<file path="config.mk">
export PLATFORM = sky130hd
export DESIGN_NAME = fft256_seq_ctrl_flat
export DESIGN_NICKNAME = d
export VERILOG_FILES = /design/src/rtl/fft256_seq_ctrl_if.sv /design/src/rtl/fft256_seq_ctrl.sv /design/src/flat_wrapper.sv
export SDC_FILE = /design/constraint.sdc
export NUM_CORES = 1
export LEC_CHECK = 0
export ABC_AREA = 1
export BUFFER_PORTS_ARGS = -buffer_cell sky130_fd_sc_hd__buf_2
export CAP_MARGIN = 30
export CORE_MARGIN = 1
export CORE_UTILIZATION = 57
export CTS_BUF_LIST = sky130_fd_sc_hd__clkbuf_8
export DETAILED_ROUTE_END_ITERATION = 10
export PLACE_DENSITY = 0.86
export SLEW_MARGIN = 30
export SYNTH_ARGS = -nofsm -noshare
export SYNTH_HDL_FRONTEND = slang
export SYNTH_SLANG_ARGS = --single-unit
export TNS_END_PERCENT = 1
</file>
<file path="constraint.sdc">
create_clock -name clk -period 5.15 [get_ports clk]
set_input_delay 0 -clock clk [delete_from_list [all_inputs] [get_ports clk]]
set_output_delay 0 -clock clk [all_outputs]
set_load 0.02 [all_outputs]
</file>
<file path="src/rtl/fft256_seq_ctrl_if.sv">
// Handshake/control bundle between the FFT sequencer and its stream ports and datapath.
// The master modport is the sequencer; the slave modport is the stream source plus butterfly/RAM side.
interface fft256_seq_ctrl_if;
  logic       inv;
  logic       valid_in;
  logic       sop_in;
  logic       in_ready;
  logic       ld_we;
  logic [7:0] ld_addr;
  logic       bf_en;
  logic [7:0] rd_addr_p;
  logic [7:0] rd_addr_q;
  logic [6:0] tw_addr;
  logic       tw_conj;
  logic       bf_scale;
  logic       wb_en;
  logic [7:0] wb_addr_p;
  logic [7:0] wb_addr_q;
  logic [2:0] stage;
  logic       out_re;
  logic [7:0] out_addr;
  logic       valid_out;
  logic       sop_out;
  logic       busy;
  logic       sop_err;

  modport master (
    input  inv, valid_in, sop_in,
    output in_ready, ld_we, ld_addr, bf_en, rd_addr_p, rd_addr_q, tw_addr, tw_conj,
           bf_scale, wb_en, wb_addr_p, wb_addr_q, stage, out_re, out_addr,
           valid_out, sop_out, busy, sop_err
  );

  modport slave (
    output inv, valid_in, sop_in,
    input  in_ready, ld_we, ld_addr, bf_en, rd_addr_p, rd_addr_q, tw_addr, tw_conj,
           bf_scale, wb_en, wb_addr_p, wb_addr_q, stage, out_re, out_addr,
           valid_out, sop_out, busy, sop_err
  );
endinterface

</file>
<file path="src/rtl/fft256_seq_ctrl.sv">
// Load / compute / read-out sequencer for the 256-point in-place radix-2 DIT FFT.
// Optional macro FFT256_CTRL_SCALE_EN: when defined, every butterfly issue also requests a 1/2 scale.
module fft256_seq_ctrl #(
  parameter int N      = 256,
  parameter int LOGN   = 8,
  parameter int BF_LAT = 4
) (
  input  logic               clk,
  input  logic               rst,
  fft256_seq_ctrl_if.master  bus
);

  typedef enum logic [2:0] {S_IDLE, S_LOAD, S_CALC, S_DRAIN, S_OUT} state_t;

  state_t     r_state;
  logic [7:0] r_cnt;
  logic [2:0] r_stage;
  logic [3:0] r_drain;
  logic       r_inReady;
  logic       r_ldWe;
  logic [7:0] r_ldAddr;
  logic       r_bfEn;
  logic [7:0] r_rdP;
  logic [7:0] r_rdQ;
  logic [6:0] r_twAddr;
  logic       r_twConj;
  logic       r_outRe;
  logic [7:0] r_outAddr;
  logic       r_validOut;
  logic       r_sopOut;
  logic       r_busy;
  logic       r_sopErr;

  logic [BF_LAT-1:0] r_pipeEn;
  logic [7:0]        r_pipeP [BF_LAT];
  logic [7:0]        r_pipeQ [BF_LAT];

  logic w_accept;

  function automatic logic [7:0] bitrev8(input logic [7:0] v);
    logic [7:0] r;
    for (int i = 0; i < 8; i++) r[i] = v[7-i];
    return r;
  endfunction

  // Packs {p, q, twiddle} for butterfly b of stage s.
  function automatic logic [22:0] bflyAddr(input logic [6:0] b, input logic [2:0] s);
    logic [7:0] bw, span, mask, p;
    bw   = {1'b0, b};
    span = 8'd1 << s;
    mask = span - 8'd1;
    p    = ((bw >> s) << ({1'b0, s} + 4'd1)) | (bw & mask);
    return {p, p + span, 7'((bw & mask) << (3'd7 - s))};
  endfunction

  assign w_accept = bus.valid_in & r_inReady;

  always_ff @(posedge clk or posedge rst) begin
    if (rst) begin
      r_state    <= S_IDLE;
      r_cnt      <= '0;
      r_stage    <= '0;
      r_drain    <= '0;
      r_inReady  <= 1'b0;
      r_ldWe     <= 1'b0;
      r_ldAddr   <= '0;
      r_bfEn     <= 1'b0;
      r_rdP      <= '0;
      r_rdQ      <= '0;
      r_twAddr   <= '0;
      r_twConj   <= 1'b0;
      r_outRe    <= 1'b0;
      r_outAddr  <= '0;
      r_validOut <= 1'b0;
      r_sopOut   <= 1'b0;
      r_busy     <= 1'b0;
      r_sopErr   <= 1'b0;
    end else begin
      r_ldWe     <= 1'b0;
      r_sopErr   <= 1'b0;
      r_bfEn     <= 1'b0;
      r_outRe    <= 1'b0;
      r_validOut <= r_outRe;
      r_sopOut   <= r_outRe && (r_outAddr == 8'd0);
      case (r_state)
        S_IDLE: begin
          r_inReady <= 1'b1;
          r_busy    <= 1'b0;
          r_stage   <= '0;
          if (w_accept && bus.sop_in) begin
            r_ldWe   <= 1'b1;
            r_ldAddr <= 8'd0;
            r_twConj <= bus.inv;
            r_cnt    <= 8'd1;
            r_busy   <= 1'b1;
            r_state  <= S_LOAD;
          end
        end
        S_LOAD: begin
          if (w_accept) begin
            r_ldWe <= 1'b1;
            if (bus.sop_in) begin
              r_ldAddr <= 8'd0;
              r_twConj <= bus.inv;
              r_cnt    <= 8'd1;
              r_sopErr <= 1'b1;
            end else begin
              r_ldAddr <= bitrev8(r_cnt);
              if (r_cnt == 8'(N - 1)) begin
                r_inReady <= 1'b0;
                r_stage   <= '0;
                r_bfEn    <= 1'b1;
                {r_rdP, r_rdQ, r_twAddr} <= bflyAddr(7'd0, 3'd0);
                r_cnt     <= 8'd1;
                r_state   <= S_CALC;
              end else begin
                r_cnt <= r_cnt + 8'd1;
              end
            end
          end
        end
        S_CALC: begin
          r_bfEn <= 1'b1;
          {r_rdP, r_rdQ, r_twAddr} <= bflyAddr(r_cnt[6:0], r_stage);
          if (r_cnt == 8'(N / 2 - 1)) begin
            r_drain <= '0;
            r_state <= S_DRAIN;
          end else begin
            r_cnt <= r_cnt + 8'd1;
          end
        end
        // The exit cycle itself issues the next stage's first read so the gap is exactly BF_LAT.
        S_DRAIN: begin
          if (r_drain == 4'(BF_LAT)) begin
            r_cnt <= 8'd1;
            if (r_stage == 3'(LOGN - 1)) begin
              r_outRe   <= 1'b1;
              r_outAddr <= 8'd0;
              r_state   <= S_OUT;
            end else begin
              r_stage <= r_stage + 3'd1;
              r_bfEn  <= 1'b1;
              {r_rdP, r_rdQ, r_twAddr} <= bflyAddr(7'd0, r_stage + 3'd1);
              r_state <= S_CALC;
            end
          end else begin
            r_drain <= r_drain + 4'd1;
          end
        end
        S_OUT: begin
          r_outRe   <= 1'b1;
          r_outAddr <= r_cnt;
          if (r_cnt == 8'(N - 1)) begin
            r_state <= S_IDLE;
          end else begin
            r_cnt <= r_cnt + 8'd1;
          end
        end
        default: r_state <= S_IDLE;
      endcase
    end
  end

  always_ff @(posedge clk or posedge rst) begin
    if (rst) begin
      r_pipeEn <= '0;
      for (int i = 0; i < BF_LAT; i++) begin
        r_pipeP[i] <= '0;
        r_pipeQ[i] <= '0;
      end
    end else begin
      r_pipeEn[0] <= r_bfEn;
      r_pipeP[0]  <= r_rdP;
      r_pipeQ[0]  <= r_rdQ;
      for (int i = 1; i < BF_LAT; i++) begin
        r_pipeEn[i] <= r_pipeEn[i-1];
        r_pipeP[i]  <= r_pipeP[i-1];
        r_pipeQ[i]  <= r_pipeQ[i-1];
      end
    end
  end

  assign bus.in_ready  = r_inReady;
  assign bus.ld_we     = r_ldWe;
  assign bus.ld_addr   = r_ldAddr;
  assign bus.bf_en     = r_bfEn;
  assign bus.rd_addr_p = r_rdP;
  assign bus.rd_addr_q = r_rdQ;
  assign bus.tw_addr   = r_twAddr;
  assign bus.tw_conj   = r_twConj;
  assign bus.wb_en     = r_pipeEn[BF_LAT-1];
  assign bus.wb_addr_p = r_pipeP[BF_LAT-1];
  assign bus.wb_addr_q = r_pipeQ[BF_LAT-1];
  assign bus.stage     = r_stage;
  assign bus.out_re    = r_outRe;
  assign bus.out_addr  = r_outAddr;
  assign bus.valid_out = r_validOut;
  assign bus.sop_out   = r_sopOut;
  assign bus.busy      = r_busy;
  assign bus.sop_err   = r_sopErr;

`ifdef FFT256_CTRL_SCALE_EN
  assign bus.bf_scale = r_bfEn;
`else
  assign bus.bf_scale = 1'b0;
`endif

endmodule
</file>
<file path="src/flat_wrapper.sv">
// flat-port wrapper written by rule: the top's interface ports become plain ports
module fft256_seq_ctrl_flat 
#(
  parameter int N      = 256,
  parameter int LOGN   = 8,
  parameter int BF_LAT = 4
)
  (clk, rst, bus_inv, bus_valid_in, bus_sop_in, bus_in_ready, bus_ld_we, bus_ld_addr, bus_bf_en, bus_rd_addr_p, bus_rd_addr_q, bus_tw_addr, bus_tw_conj, bus_bf_scale, bus_wb_en, bus_wb_addr_p, bus_wb_addr_q, bus_stage, bus_out_re, bus_out_addr, bus_valid_out, bus_sop_out, bus_busy, bus_sop_err);
  fft256_seq_ctrl_if bus_i ();
  input  logic clk;
  input  logic rst;
  input wire logic [$bits(bus_i.inv)-1:0] bus_inv;
  input wire logic [$bits(bus_i.valid_in)-1:0] bus_valid_in;
  input wire logic [$bits(bus_i.sop_in)-1:0] bus_sop_in;
  output wire logic [$bits(bus_i.in_ready)-1:0] bus_in_ready;
  output wire logic [$bits(bus_i.ld_we)-1:0] bus_ld_we;
  output wire logic [$bits(bus_i.ld_addr)-1:0] bus_ld_addr;
  output wire logic [$bits(bus_i.bf_en)-1:0] bus_bf_en;
  output wire logic [$bits(bus_i.rd_addr_p)-1:0] bus_rd_addr_p;
  output wire logic [$bits(bus_i.rd_addr_q)-1:0] bus_rd_addr_q;
  output wire logic [$bits(bus_i.tw_addr)-1:0] bus_tw_addr;
  output wire logic [$bits(bus_i.tw_conj)-1:0] bus_tw_conj;
  output wire logic [$bits(bus_i.bf_scale)-1:0] bus_bf_scale;
  output wire logic [$bits(bus_i.wb_en)-1:0] bus_wb_en;
  output wire logic [$bits(bus_i.wb_addr_p)-1:0] bus_wb_addr_p;
  output wire logic [$bits(bus_i.wb_addr_q)-1:0] bus_wb_addr_q;
  output wire logic [$bits(bus_i.stage)-1:0] bus_stage;
  output wire logic [$bits(bus_i.out_re)-1:0] bus_out_re;
  output wire logic [$bits(bus_i.out_addr)-1:0] bus_out_addr;
  output wire logic [$bits(bus_i.valid_out)-1:0] bus_valid_out;
  output wire logic [$bits(bus_i.sop_out)-1:0] bus_sop_out;
  output wire logic [$bits(bus_i.busy)-1:0] bus_busy;
  output wire logic [$bits(bus_i.sop_err)-1:0] bus_sop_err;
  assign bus_i.inv = bus_inv;
  assign bus_i.valid_in = bus_valid_in;
  assign bus_i.sop_in = bus_sop_in;
  assign bus_in_ready = bus_i.in_ready;
  assign bus_ld_we = bus_i.ld_we;
  assign bus_ld_addr = bus_i.ld_addr;
  assign bus_bf_en = bus_i.bf_en;
  assign bus_rd_addr_p = bus_i.rd_addr_p;
  assign bus_rd_addr_q = bus_i.rd_addr_q;
  assign bus_tw_addr = bus_i.tw_addr;
  assign bus_tw_conj = bus_i.tw_conj;
  assign bus_bf_scale = bus_i.bf_scale;
  assign bus_wb_en = bus_i.wb_en;
  assign bus_wb_addr_p = bus_i.wb_addr_p;
  assign bus_wb_addr_q = bus_i.wb_addr_q;
  assign bus_stage = bus_i.stage;
  assign bus_out_re = bus_i.out_re;
  assign bus_out_addr = bus_i.out_addr;
  assign bus_valid_out = bus_i.valid_out;
  assign bus_sop_out = bus_i.sop_out;
  assign bus_busy = bus_i.busy;
  assign bus_sop_err = bus_i.sop_err;
  fft256_seq_ctrl #(.N(N), .LOGN(LOGN), .BF_LAT(BF_LAT)) u_core (.clk(clk), .rst(rst), .bus(bus_i));
endmodule
</file>
# Yosys cells after proc, flatten, opt, wreduce, memory -nomap -nowiden
# Cells that the tools add are included.
dict set report totals {
  reg_bits 134
  in_bits 5
}
dict set report classes {
  shift 8
  addsub 10
  n_bitwise 3
  reduce_logical 19
  eq_ne 21
  mux 73
}
# operator n
set ops {}
lappend ops {{2-to-1 mux 8 bit} 22}
lappend ops {{case mux 8 bit (3 select lines)} 2}
lappend ops {{case mux 8 bit (5 select lines)} 1}
lappend ops {{2-to-1 mux 3 bit} 12}
lappend ops {{2-to-1 mux 7 bit} 5}
lappend ops {{case mux 8 bit (2 select lines)} 2}
lappend ops {{case mux 7 bit (3 select lines)} 1}
lappend ops {{2-to-1 mux 1 bit} 18}
lappend ops {{AND reduction 6 bit} 3}
lappend ops {{adder 8 bit} 2}
lappend ops {{<< shifter 1 x 3 -> 8 bit (first input constant)} 2}
lappend ops {{<< shifter 8 x 4 -> 8 bit} 2}
lappend ops {{case mux 3 bit (5 select lines)} 1}
lappend ops {{inequality test 2 x 1 -> 1 bit (second input constant)} 7}
lappend ops {{inequality test 2 bit (second input constant)} 6}
lappend ops {{case mux 3 bit (3 select lines)} 1}
lappend ops {{AND reduction 3 bit} 3}
lappend ops {{adder 3 x 1 -> 4 bit (second input constant)} 2}
lappend ops {{adder 8 x 1 -> 8 bit (second input constant)} 1}
lappend ops {{AND 7 x 8 -> 8 bit} 1}
lappend ops {{equality test 8 x 7 -> 1 bit (second input constant)} 1}
lappend ops {{equality test 8 bit (second input constant)} 1}
lappend ops {{logical NOT 8 bit} 1}
lappend ops {{2-to-1 mux 4 bit} 2}
lappend ops {{other kinds (24)} 35}

# Longest topological paths before layout
dict set report logic_depth {
  word_depth 7
  mapped_depth 23
  depth_no_buf 23
}

# Worst setup path after synthesis
# No wires, ideal clock.
dict set report synth_timing {
  path_kind {register to register}
  from {register u_core.r_stage[0] (netlist: u_core.bus.stage[0])}
  to {register u_core.r_rdQ[5] (netlist: u_core.bus.rd_addr_q[5])}
  slack_ps 1913
  setup_ps 117
  required_time_ps 5033
  arrival_time_ps 3120
  synth_period_minus_slack_ps 3237
  path_stages_with_launch 19
  cell_sequence {dfrtp_1 > clkinv_1 > clkbuf_1 > ha_1 > nand2_1 > ha_1 > inv_1 > nor3_1 > nand2_1 > nand3_1 > o221ai_1 > ha_1 > a21oi_1 > a21boi_0 > nand3_1 > nand3_1 > nand2_1 > nand2_1 > nand2_1}
}
dict set report synth_via {
  elab_chain_cells 7
  elab_cells_between_ends 20
  classes_between {6 x add/sub; 2 x eq/ne; 6 x shift; 3 x mux; 2 x bitwise; 1 x reduce/logical}
}
# item line
set synth_lines {}
lappend synth_lines {{from (decl)} fft256_seq_ctrl.sv:17} ;# logic [2:0] r_stage;
lappend synth_lines {{from (signal assigned)} fft256_seq_ctrl.sv:141} ;# r_stage <= r_stage + 3'd1;
lappend synth_lines {{adder 3 x 1 -> 3 bit} fft256_seq_ctrl.sv:143} ;# {r_rdP, r_rdQ, r_twAddr} <= bflyAddr(7'd0, r_stage + 3'd1);
lappend synth_lines {{adder 3 x 1 -> 4 bit or >> shifter 1 x 3 -> 8 bit (tied branches)} fft256_seq_ctrl.sv:52} ;# p = ((bw >> s) << ({1'b0, s} + 4'd1)) | (bw & mask);
lappend synth_lines {{<< shifter 8 x 4 -> 8 bit} fft256_seq_ctrl.sv:52}
lappend synth_lines {{adder 8 bit} fft256_seq_ctrl.sv:53} ;# return {p, p + span, 7'((bw & mask) << (3'd7 - s))};
lappend synth_lines {{2-to-1 mux 8 bit} fft256_seq_ctrl.sv:136} ;# if (r_stage == 3'(LOGN - 1)) begin
lappend synth_lines {{2-to-1 mux 8 bit} fft256_seq_ctrl.sv:134} ;# if (r_drain == 4'(BF_LAT)) begin
lappend synth_lines {{case mux 8 bit (3 select lines)} fft256_seq_ctrl.sv:85} ;# case (r_state)
lappend synth_lines {{to (signal assigned)} fft256_seq_ctrl.sv:113} ;# {r_rdP, r_rdQ, r_twAddr} <= bflyAddr(7'd0, 3'd0);
lappend synth_lines {{to (signal assigned)} fft256_seq_ctrl.sv:124} ;# {r_rdP, r_rdQ, r_twAddr} <= bflyAddr(r_cnt[6:0], r_stage);
lappend synth_lines {{to (signal assigned)} fft256_seq_ctrl.sv:143}
lappend synth_lines {{to (decl)} fft256_seq_ctrl.sv:24} ;# logic [7:0] r_rdQ;
# Several ways; a longest one is shown, not always the timed one. The select of a mux whose other input is x is not followed.
# A chain may end at the register's enable or synchronous reset.

# Worst setup path after layout
# Same ends and word-level chain as after synthesis.

==> qor.txt <==
Y dimension of the die - 103.6 um
Depth of the CTS H-tree - 4
Number of max-slew violations in the final report - 0
Violation count after the first detailed-route iteration - 328
HPWL reported at the end of detailed placement - 10180 um
Tmin final - 4366 ps
Worst r2r path cells - 17
Fmax - 229.0 MHz
Net count of the finished layout - 707
Count of cell types in the netlist - 46
Critical Setup Path Class - flip-flop to flip-flop
Final-layout worst hold slack - 212.3 ps
Placement Setup Slack - 986.8 ps
GR Util All Layers - 0.2954
Post-Syn Area per Cell - 9.528 um2
Final WS setup - 783.9 ps
Data required time of the worst path - 5480 ps
Worst voltage drop across the vdd grid - 160.6 uV
Outcome - finished, final reports clean
Total Neg Setup Slack - 0 ps
Area share of the largest cell type after synthesis - 0.5695
Finished Cell Area - 0.006733 mm2
Boundary Pins - 74
Most used DFF post-synth - dfrtp_1
Global route total overflow - 0
Pin slew with the least headroom to its limit - 776.9 ps
Path class of the lowest-slack min-delay path - primary input to asynchronous set/reset pin
Clock tree from TritonCTS - done
Number of buffers created by CTS - 17
Setup-violating endpoint count in the final report - 0
Antenna Cells - 0
Footprint of the flip-flops and latches - 0.003353 mm2
Number of cells produced by synthesis - 618
Number of hold violations in the final report - 0
Number of enable-type register cells in the synthesized netlist - 0
Critical Path Source Type - flip-flop
Final routed DRC violation total - 0
Unrepaired setup endpoints after global routing - no
Die area - 0.01074 mm2
Yosys reg bits - 134
Max-capacitance violation count - 0
Total number of vias - 4700
First-pass detailed-route iteration total - 5
Ratio of final minimum period to clock period - 0.8478
Vias in the first global route - 4766
Final setup skew - 16.47 ps
Fraction of synthesis flops using an asynchronous set or reset pin - 1.000
Clock Pin Slew Worst Setup and Hold Paths - 80 ps
Largest net degree at the start of global routing - 84
Initial antenna violation count - 0
List of most frequent post-synthesis cells - 142 x nand2_1, 134 x dfrtp_1, 57 x inv_1, 44 x nand3_1, 37 x o21ai_0
Max FO, Critical Path - 23
Arrival time of data at the critical path endpoint - 4690 ps
Share of cells above drive strength 1 - 0.1765
Buffer levels on the longest clock path - 2
Area growth from synthesis to final layout - 14.34%
Headroom to the max-slew limit - 0.4755
Number of port buffers - 72
Clock latency of the later-clocked register in the worst-skew pair - 440 ps
Multi-input gate area in the final layout - 0.002096 mm2
Synth warnings - 0
Cell Rows - 36
Placed cell areas - 0.006255 mm2
Netlist area before placement - 0.005888 mm2
Worst reg2reg startpoint - u_core.bus.stage[0]
Initial core utilization - 0.5942
First-pass GRT wire length - 24340 um
CTS sink cnt - 134
Postcts setup bufs - 0
Avg Vias per Cell - 5.663
Total leakage power - 3.217 nW
Routed wire length - 14640 um
Clk Tree Root Cell - clkbuf_8
Cell type contributing the most total cell area after synthesis - dfrtp_1
Terminus of the critical flop-to-flop path - u_core.bus.rd_addr_q[5]
Std-Cell Core Area - 0.009910 mm2
WL/cell - 17.64 um
Die boundary width - 103.6 um
Number of nets still failing antenna checks after routing - 0
Filler cells - 734
Setup slack on the worst flop-to-flop path - 780 ps
Worst setup EP type - flip-flop
Fraction of the yosys area taken by sequential cells - 0.5695
Routability cong. - 0.9010
Largest cells by area after synthesis - dfrtp_1 57%, nand2_1 9.1%, ha_1 3.8%, nand3_1 3.7%, inv_1 3.6%
Power per standard cell area - 299.3 mW/mm2
Most frequently used cell type in the post-synthesis netlist - nand2_1
Net count after synthesis - 641
[metal layers]
layer  vias up  global-route usage  routed length [um]
li1       2183                   -                   -
met1      2264              0.3540                5850
met2       214              0.5091                7522
met3        39             0.06356                 827
met4         0              0.1377                 442
met5         -                   0                   0
[cells by family (layout without fill, tap and decap cells)]
| group | Yosys count | count (layout) | synth area share |
|---|---|---|---|
| other | 1 | 1 | 0.0006369 |
| adders and majority gates | 18 | 18 | 0.03825 |
| xor gates and xnor gates | 4 | 4 | 0.005951 |
| and+or+nand+nor | 249 | 249 | 0.1857 |
| DFF | 134 | 134 | 0.5695 |
| buffers and inverters | 98 | 177 | 0.07607 |
| AOI/OAI and AO/OA | 112 | 112 | 0.1203 |
| muxes | 2 | 2 | 0.003612 |
[report_power, final]
| group | total [mW] | leakage (nW) | switching [mW] | internal, mW |
|---|---|---|---|---|
| Sequential | 1.05 | 1.49 | 0 | 1.05 |
| Combinational | 0.0263 | 1.52 | 0.0220 | 0.00426 |
| Clock | 0.937 | 0.214 | 0.407 | 0.530 |
[state kept, by name, indices dropped and copies added (netlist names), 3 cells and up]
name,cells
u_core.bus.ld_addr,8
u_core.bus.out_addr,8
u_core.bus.rd_addr_p,8
u_core.bus.rd_addr_q,8
u_core.bus.stage,3
u_core.bus.tw_addr,7
u_core.bus.wb_addr_p,8
u_core.bus.wb_addr_q,8
u_core.r_cnt,8
u_core.r_drain,4
u_core.r_pipeEn,4
u_core.r_pipeP,24
u_core.r_pipeQ,24
u_core.r_state,3
[what timing repair did]
| action | in CTS | in global routing |
|---|---|---|
| resized for setup | 0 | 0 |
| endpoints found under the hold margin | 61 | 0 |
| hold buffers | 4 | 0 |
[how the worst max path moves through the flow]
stage / slack (ps) / start / cells past startpoint / endpoint
final: 780 / u_core.bus.stage[0] / 17 / u_core.bus.rd_addr_q[5]
after global routing: 370 / u_core.bus.stage[0] / 17 / u_core.bus.rd_addr_q[5]
after CTS: 950 / u_core.bus.stage[0] / 17 / u_core.bus.rd_addr_q[5]
after detailed placement: 990 / u_core.bus.stage[0] / 22 / u_core.bus.rd_addr_q[7]
after global placement: 1220 / u_core.bus.stage[0] / 17 / u_core.bus.rd_addr_q[5]
after floorplan: 1570 / rst / 1 / u_core.bus.bf_en
[worst max-delay path, cell delays in order (launching register included)]
cell      delay, ps
dfrtp_1         820
clkinv_1        470
ha_1            400
nand2_1         160
ha_1            210
inv_1            60
nor3_1          270
nand2_1          80
nand3_1         130
o221ai_1        230
ha_1            400
a21oi_1         200
a21boi_0        310
nand3_1         160
nand3_1         140
nand2_1          80
nand2_1          60
nand2_1          60
[final cells by class]
class                           count  share of cell area
Timing Repair Buffer               80             0.06449
Tap cell                          133             0.02472
Clock buffer                       21             0.04293
Inverter                           65             0.03698
Multi-Input combinational cell    386              0.3113
Clock inverter                     11             0.02156
Sequential cell                   134              0.4980
[layout by cell type (no fill, tap or decap), drive strengths merged, types with 2 or more instances in the layout]
| cell type | n |
|---|---|
| a21oi | 21 |
| a22o | 6 |
| a32o | 5 |
| buf | 76 |
| bufinv | 3 |
| clkbuf | 21 |
| clkinv | 8 |
| clkinvlp | 3 |
| dfrtp | 134 |
| dlygate4sd3 | 4 |
| ha | 18 |
| inv | 62 |
| nand2 | 144 |
| nand3 | 44 |
| nand3b | 3 |
| nand4 | 6 |
| nor2 | 34 |
| nor3 | 13 |
| nor3b | 3 |
| o211ai | 5 |
| o21ai | 40 |
| o221ai | 3 |
| o22ai | 13 |
| o31ai | 13 |
| xnor2 | 2 |
| xor2 | 2 |
[metrics by stage]
stage	cells	util	power (mW)
6_report	830	0.6794	2.015
4_1_cts	830	0.6790	2.028
5_1_grt	830	0.6794	2.079
2_1_floorplan	618	-	1.090
3_3_place_gp	794	0.6303	1.096
3_5_place_dp	794	0.6312	1.097
(Power assumes the default switching activity.)
